### config.mk
export PLATFORM = sky130hd
export DESIGN_NAME = nvram_backup_sequencer
export DESIGN_NICKNAME = d
export VERILOG_FILES = /design/src/rtl/nvram_backup_sequencer.sv
export SDC_FILE = /design/constraint.sdc
export NUM_CORES = 1
export LEC_CHECK = 0
export ABC_AREA = 1
export BUFFER_PORTS_ARGS = -buffer_cell sky130_fd_sc_hd__buf_2
export CAP_MARGIN = 20
export CELL_PAD_IN_SITES_DETAIL_PLACEMENT = 1
export CELL_PAD_IN_SITES_GLOBAL_PLACEMENT = 1
export CORE_ASPECT_RATIO = 0.6
export CORE_MARGIN = 2
export CORE_UTILIZATION = 29
export CTS_CLUSTER_SIZE = 40
export DETAILED_ROUTE_END_ITERATION = 10
export HOLD_SLACK_MARGIN = 0.12
export PLACE_DENSITY = 0.94
export RECOVER_POWER = 50
export SLEW_MARGIN = 20
export SYNTH_ARGS = -nofsm -noshare
export SYNTH_HDL_FRONTEND = slang
export SYNTH_SLANG_ARGS = --single-unit
### constraint.sdc
create_clock -name clk -period 2.5 [get_ports clk]
set_input_delay 0 -clock clk [delete_from_list [all_inputs] [get_ports clk]]
set_output_delay 0 -clock clk [all_outputs]
set_load 0.005 [all_outputs]
### src/rtl/nvram_backup_sequencer.sv
`default_nettype none
// ============================================================================
// Module   : nvram_backup_sequencer
// Purpose  : Sits between the CPU and a 256x8 NVRAM array. When idle, CPU
//            accesses pass straight through to the array. On request it runs
//            a 512-clock sequence that either copies the backup RAM into the
//            array (RECALL) or copies the array into the backup RAM (STORE).
//            Each byte takes two clocks: phase A presents the read address,
//            phase B writes the data returned one clock later.
// Ports    : clk, RESETn              clock, async active-low reset
//            NVRAMn, WRphi2n, BA,
//            data_to_nvram            CPU select/strobe/address/write data
//            DCOKn, STORE, RECALLn    power-good, store and recall requests
//            nv_addr, nv_din, nv_we_n,
//            data_from_nvram          NVRAM array port (read latency 1 clk)
//            bk_addr, bk_d, bk_we,
//            bk_q                     backup RAM port (read latency 1 clk)
//            busy, dirty, store_done,
//            write_lost               status outputs
// Options  : NVRAM_AUTORECALL_EN - when defined, leaving reset starts a
//            RECALL sequence at byte 0 (busy resets to 1).
// Revision : 1.0 - initial release
// ============================================================================
module nvram_backup_sequencer (
    input  logic       clk,
    input  logic       RESETn,
    input  logic       NVRAMn,
    input  logic       WRphi2n,
    input  logic [7:0] BA,
    input  logic [7:0] data_to_nvram,
    input  logic       DCOKn,
    input  logic       STORE,
    input  logic       RECALLn,
    output logic [7:0] nv_addr,
    output logic [7:0] nv_din,
    output logic       nv_we_n,
    input  logic [7:0] data_from_nvram,
    output logic [7:0] bk_addr,
    output logic [7:0] bk_d,
    output logic       bk_we,
    input  logic [7:0] bk_q,
    output logic       busy,
    output logic       dirty,
    output logic       store_done,
    output logic       write_lost
);

    localparam logic [1:0] c_IDLE   = 2'd0;
    localparam logic [1:0] c_RECALL = 2'd1;
    localparam logic [1:0] c_STORE  = 2'd2;

`ifdef NVRAM_AUTORECALL_EN
    localparam logic [1:0] c_RESET_STATE = c_RECALL;
`else
    localparam logic [1:0] c_RESET_STATE = c_IDLE;
`endif

    localparam logic [7:0] c_LAST_BYTE = 8'hFF;

    logic [1:0] r_state;
    logic [7:0] r_cnt;
    logic       r_phase;        // 0 = phase A (address), 1 = phase B (write)
    logic       r_recall_n_q;
    logic       r_store_q;
    logic       r_dirty;
    logic       r_store_done;
    logic       r_write_lost;

    logic [1:0] w_state_nxt;
    logic [7:0] w_cnt_nxt;
    logic       w_phase_nxt;
    logic       w_last_byte;
    logic       w_cpu_wr;
    logic       w_recall_fall;
    logic       w_store_rise;

    assign w_cpu_wr      = ~NVRAMn & ~WRphi2n;
    assign w_recall_fall = r_recall_n_q & ~RECALLn;
    assign w_store_rise  = STORE & ~r_store_q;

    // ------------------------------------------------------------------
    // State register
    // ------------------------------------------------------------------
    always_ff @(posedge clk or negedge RESETn) begin
        if (!RESETn) begin
            r_state      <= c_RESET_STATE;
            r_cnt        <= 8'h00;
            r_phase      <= 1'b0;
            r_recall_n_q <= 1'b1;
            r_store_q    <= 1'b0;
            r_dirty      <= 1'b0;
            r_store_done <= 1'b0;
            r_write_lost <= 1'b0;
        end else begin
            r_state      <= w_state_nxt;
            r_cnt        <= w_cnt_nxt;
            r_phase      <= w_phase_nxt;
            r_recall_n_q <= RECALLn;
            r_store_q    <= STORE;
            r_store_done <= w_last_byte && (r_state == c_STORE);

            // A CPU write in IDLE always marks the array dirty. Finishing a
            // STORE clears it, except when a CPU write lands in that very
            // clock; finishing a RECALL leaves the array matching the backup.
            if ((r_state == c_IDLE) && w_cpu_wr)
                r_dirty <= 1'b1;
            else if (w_last_byte && (r_state == c_STORE) && !w_cpu_wr)
                r_dirty <= 1'b0;
            else if (w_last_byte && (r_state == c_RECALL))
                r_dirty <= 1'b0;

            if ((r_state != c_IDLE) && w_cpu_wr)
                r_write_lost <= 1'b1;
        end
    end

    // ------------------------------------------------------------------
    // Next state and outputs
    // ------------------------------------------------------------------
    always_comb begin
        w_state_nxt = r_state;
        w_cnt_nxt   = r_cnt;
        w_phase_nxt = r_phase;
        w_last_byte = 1'b0;
        nv_addr     = r_cnt;
        nv_din      = 8'h00;
        nv_we_n     = 1'b1;
        bk_addr     = r_cnt;
        bk_d        = data_from_nvram;
        bk_we       = 1'b0;

        case (r_state)
            c_IDLE: begin
                nv_addr = BA;
                nv_din  = data_to_nvram;
                // Gated by reset so the array is never written while held.
                nv_we_n = ~(w_cpu_wr & RESETn);
                // Recall has priority over a simultaneous store request.
                if (w_recall_fall)
                    w_state_nxt = c_RECALL;
                else if (w_store_rise && !DCOKn)
                    w_state_nxt = c_STORE;
            end

            c_RECALL, c_STORE: begin
                w_phase_nxt = ~r_phase;
                if (r_phase) begin
                    w_cnt_nxt = r_cnt + 8'd1;   // wraps 0xFF -> 0x00 on exit
                    if (r_cnt == c_LAST_BYTE) begin
                        w_last_byte = 1'b1;
                        w_state_nxt = c_IDLE;
                    end
                end

                if (r_state == c_RECALL) begin
                    // Phase B writes the backup byte fetched during phase A.
                    nv_din  = bk_q;
                    nv_we_n = ~r_phase;
                end else begin
                    // Phase B saves the array byte fetched during phase A.
                    bk_we = r_phase;
                end
            end

            default: begin
                w_state_nxt = c_IDLE;
            end
        endcase
    end

    assign busy       = (r_state != c_IDLE);
    assign dirty      = r_dirty;
    assign store_done = r_store_done;
    assign write_lost = r_write_lost;

endmodule
`default_nettype wire
# --- Word level (Yosys, flattened, before mapping) ---
# Index checks and enable logic that the tools add are counted.
classes:
  n_addsub: 1
  mux: 18
  bitwise_logic: 10
  n_eq_ne: 6
  reduce_logical: 14
op_table:
  columns: ["operator", "n"]
  rows:
  - ["$mux 8", 2]
  - ["$pmux 8 s2", 1]
  - ["$mux 1", 9]
  - ["$add 8x1->8 const B", 1]
  - ["$eq 8x8->1 const B", 1]
  - ["$mux 2", 4]
  - ["$logic_and 1x1->1", 6]
  - ["$not 1->1", 6]
  - ["$and 1x1->1", 4]
  - ["$ne 2x2->1 const B", 2]
  - ["$pmux 2 s2", 1]
  - ["$ne 3x2->1 const B", 1]
  - ["$reduce_and 3->1", 1]
  - ["$reduce_bool 3->1", 1]
  - ["$eq 2x1->1 const B", 1]
  - ["$eq 2x2->1 const B", 1]
  - ["$logic_not 1->1", 2]
  - ["$logic_not 2->1", 1]
  - ["$pmux 1 s2", 1]
  - ["$reduce_and 2->1", 1]
  - ["$reduce_bool 2->1", 1]
  - ["$reduce_or 2->1", 1]
word_totals:
  reg_bits: 16
  in_bits: 39
  output_inout_bits: 38

# --- Longest topological paths before layout ---
depth:
  word_depth: 8
  ltp_mapped: 9
  depth_no_buf: 9

# --- Worst setup path before layout ---
# OpenSTA, ideal clock, no wires.
synth_path:
  kind: "register to register"
  start: "register r_state[0]"
  end: "register r_cnt[5], in the netlist bk_addr[5]"
  synth_period_minus_slack_ns: 1.405
  path_buffers: 0
  setup_time_ns: 0.113
  t_arrival_ns: 1.292
  path_stages_with_launch: 10
  path_slack_ns: 1.095
  t_required_ns: 2.387
  path_cell_list: "dfrtp_1 -> inv_1 -> ha_1 -> nand2_4 -> clkinv_2 -> nand3_2 -> nor2_4 -> nand3_1 -> nand2_1 -> inv_1"
synth_via:
  elab_chain_cells: 3
  elab_cells_between_ends: 4
  classes_between: "eq/ne: 2; reduce/logical: 2"
synth_rtl:
  columns: ["item", "line_no", "rtl"]
  rows:
  - ["start, declared", "60", "logic [1:0] r_state;"]
  - ["start signal, assigned", "86", "r_state <= c_RESET_STATE;"]
  - ["start signal, assigned", "95", "r_state <= w_state_nxt;"]
  - ["$eq 2x2->1 or $eq 2x1->1 (tied branches)", "132", "case (r_state)"]
  - ["$reduce_or 2->1 *", "132", null]
  - ["$reduce_and 2->1 (no source line) *", null, null]
  - ["end signal, assigned", "96", "r_cnt <= w_cnt_nxt;"]
  - ["end, declared", "61", "logic [7:0] r_cnt;"]
# Every way passes the cells marked *; elsewhere a longest branch is shown, timed or not.
# A chain may end at the register's enable or synchronous reset.

# --- Final worst setup path ---
layout_path:
  start: "register r_state[0]"
  end: "output nv_din[7]"
layout_via:
  elab_chain_cells: 3
  elab_cells_between_ends: 6
  classes_between: "eq/ne: 2; mux: 2; reduce/logical: 2"
layout_rtl:
  columns: ["item", "line_no", "rtl"]
  rows:
  - ["$eq 2x1->1 or $eq 2x2->1 (tied branches)", "132, 155", null]
  - ["$mux 8 or $reduce_or 2->1 (tied branches)", "155, 132", null]
  - ["$pmux 8 s2 *", "132", null]
  - ["end, declared", "35", "output logic [7:0] nv_din,"]
# Marked as above.

==> results.py <==
metrics = {
    "timing": {
        "slew_headroom_pct": 37.1,
        "hold_violations": 0,
        "max_freq_ghz": 0.538,
        "grt_setup_unrepaired": "false",
        "finalSetupTns_ns": 0,
        "fin_crit_sh_pct": 74.4,
        "finClkSkew_ns": 0.00255,
        "slew_violations": 0,
        "setup_violations": 0,
        "period_needed_ns": 1.86,
        "tightest_slew_ns": 0.943,
    },
    "clock_tree": {
        "clk_pin_slew_ns": 0.07,
        "clock_latency_ns": 0.25,
        "cts_buffers": 3,
        "clock_sinks": 16,
        "root_buffer": "clkbuf_8",
        "htreeDepth": 1,
        "clk_path_buf_depth": 2,
        "cts_tree": "done",
        "cts_resized": 0,
    },
    "setup_path": {
        "required_ns": 2.50,
        "reg2reg_slack_ns": 0.83,
        "endpoint_kind": "output port",
        "cp-start-kind": "flip-flop",
        "arrival_ns": 1.86,
        "critPathKind": "flip-flop to output port",
        "crit_fanout": 16,
    },
    "yosys": {
        "syn-num-nets": 196,
        "yosys.cell_count.top_type": "nand2_1",
        "synth_top_family_by_area": "simple AND/OR/NAND/NOR gates",
        "synth-xor-area-share_pct": 3.91,
        "synthTopCellsByCount": "nand2_1, dfrtp_1, inv_1, a21oi_1, nand3_1",
        "ys_seq_area_share_pct": 35.9,
        "synthCells": 152,
        "yosys.area.top_type": "dfrtp_1",
        "synth_top_area_share_pct": 33.5,
        "synth.area.mux_share_pct": 0,
        "synth_edf_count": 0,
        "synth_area_leaders": "dfrtp_1, nand2_1, ha_1",
        "avgSynthCellArea_um2": 7.37,
        "syn_area_mm2": 0.00112,
        "synth-seq-cells": 16,
        "synthAdderAreaFrac_pct": 5.59,
        "ys_async_sr_fraction_pct": 100,
        "synth_compound_area_share_pct": 8.83,
        "ys_types": 28,
        "ys.flop_type": "dfrtp_1",
        "yosysWarningCount": 0,
        "synth-simple-area-share_pct": 33.0,
    },
    "final_layout": {
        "drive_above_1_share_pct": 33.5,
        "design_area_mm2": 0.00159,
        "area_delta_synth_final_pct": 41.9,
        "multiInputGateArea_um2": 574,
        "final_nets": 263,
        "regArea_um2": 402,
        "diodes": 0,
        "fillers": 479,
    },
    "die": {
        "die_x_um": 84.2,
        "die-area_mm2": 0.00439,
        "pin_count": 77,
        "design.core.area_mm2": 0.00368,
        "die_y_um": 52.1,
        "initial_utilization_pct": 30.4,
        "rows": 17,
    },
    "placement": {
        "gp_congestion": 0.766,
        "io_buffers": 60,
        "dpl_cell_area_mm2": 0.00140,
        "hpwl_um": 2760,
    },
    "route": {
        "drtPass1Iterations": 4,
        "drtIter0Drc": 69,
        "drt-vias-per-instance": 4.63,
        "drc": 0,
        "ant_nets": 0,
        "vias": 1226,
        "routed_wl_um": 3730,
        "wire_per_inst_um": 14.1,
    },
    "global_route": {
        "grt_max_degree": 18,
        "grt_pass1_wl_um": 5980,
        "grt.overflow.total": 0,
        "grt_pass1_vias": 1247,
        "grt_usage_pct": 17.5,
        "grt_antenna_before_repair": 0,
    },
    "power_and_ir_drop": {
        "ir_drop_uv": 336,
        "p_leak_nw": 0.837,
        "p_per_area_mw_per_mm2": 899,
        "total_power_mw": 1.43,
    },
    "outcome": {
        "status": "complete, no violations",
    },
    "min_path": {
        "hold_class": "primary input to flip-flop",
    },
    "job": {
        "drv_cap": 0,
    },
}
-- cell families after synthesis --
family / Yosys count
adder cells (fa/ha/maj): 5
AND/OR/NAND/NOR: 79
AO/OA/AOI/OAI: 18
flip-flops: 16
XOR/XNOR: 5
buffers and inverters: 29
-- final timing paths --
check / startpoint / cells after the start / to
hold reg to reg: write_lost$_DFFE_PN0P_ / 1 / write_lost$_DFFE_PN0P_
setup reg to reg: r_state[0]$_DFFE_PN0P_ / 9 / bk_addr[5]$_DFFE_PN0P_
min in group asynchronous: RESETn / 2 / r_store_q$_DFF_PN0_
max in group asynchronous: RESETn / 2 / bk_addr[2]$_DFFE_PN0P_
setup / recovery: r_state[0]$_DFFE_PN0P_ / 6 / nv_din[7]
hold / removal: NVRAMn / 5 / dirty$_DFFE_PN0P_
-- routing by layer --
layer / vias up / share of wire [%] / track usage, %
met1: 591 / 42 / 20.7
met3: 2 / 5.7 / 4.92
li1: 598 / - / -
met2: 35 / 52 / 32.7
met4: 0 / 0.62 / 2.96
met5: - / 0 / 0
-- placed cells by master, fill, tap and decap left out, drive strengths merged, types with 3 or more instances in the layout --
| master | n |
|---|---|
| clkbuf | 11 |
| nor2 | 10 |
| nand2 | 53 |
| dlygate4sd3 | 14 |
| nor3 | 3 |
| a21oi | 9 |
| inv | 15 |
| o21ai | 7 |
| nand3 | 10 |
| xor2 | 5 |
| buf | 54 |
| dfrtp | 15 |
| ha | 5 |
-- power breakdown --
group | internal, mW | switching [mW] | total [mW]
clock network | 0.140 | 0.0918 | 0.232
registers | 0.321 | 0.0825 | 0.403
logic | 0.316 | 0.478 | 0.793
total | 0.776 | 0.652 | 1.43
-- final cells by class --
cell class,count,share of cell area [%]
Clock buffer,4,3.46
Inverter,16,3.86
Multi-Input combinational cell,107,36.1
Sequential cell,16,25.3
Tap cell,47,3.70
Timing Repair Buffer,75,27.6
-- flip-flops by register name (all words and copies together) (netlist names) --
| signal | cells |
|---|---|
| r_state | 2 |
| r_store_q | 1 |
| r_phase | 1 |
| write_lost | 1 |
| bk_addr | 8 |
| store_done | 1 |
| dirty | 1 |
| r_recall_n_q | 1 |
-- critical path: stages, from the launching register on --
cell,delay [ns]
dfrtp_1,0.42
inv_1,0.10
ha_1,0.41
buf_4,0.29
nand2_1,0.08
a21oi_1,0.16
buf_2,0.13
-- metrics by stage --
step	hold WS, ns	utilization [%]	setup slack (ns)	instances
detailed placement	-0.0562	38.2	0.868	247
global placement	-0.0583	38.2	0.993	247
CTS	0.127	43.5	0.648	265
global route	0.161	43.2	0.459	265
floorplan	-0.296	-	1.09	152
finish	0.127	43.2	0.640	265
-- repair_timing --
item                      4_1_cts  5_1_grt
hold buffers                   14        0
buffers inserted                0        0
hold endpoints to repair       29        0
No activity file was read; power rests on OpenSTA's default activity.
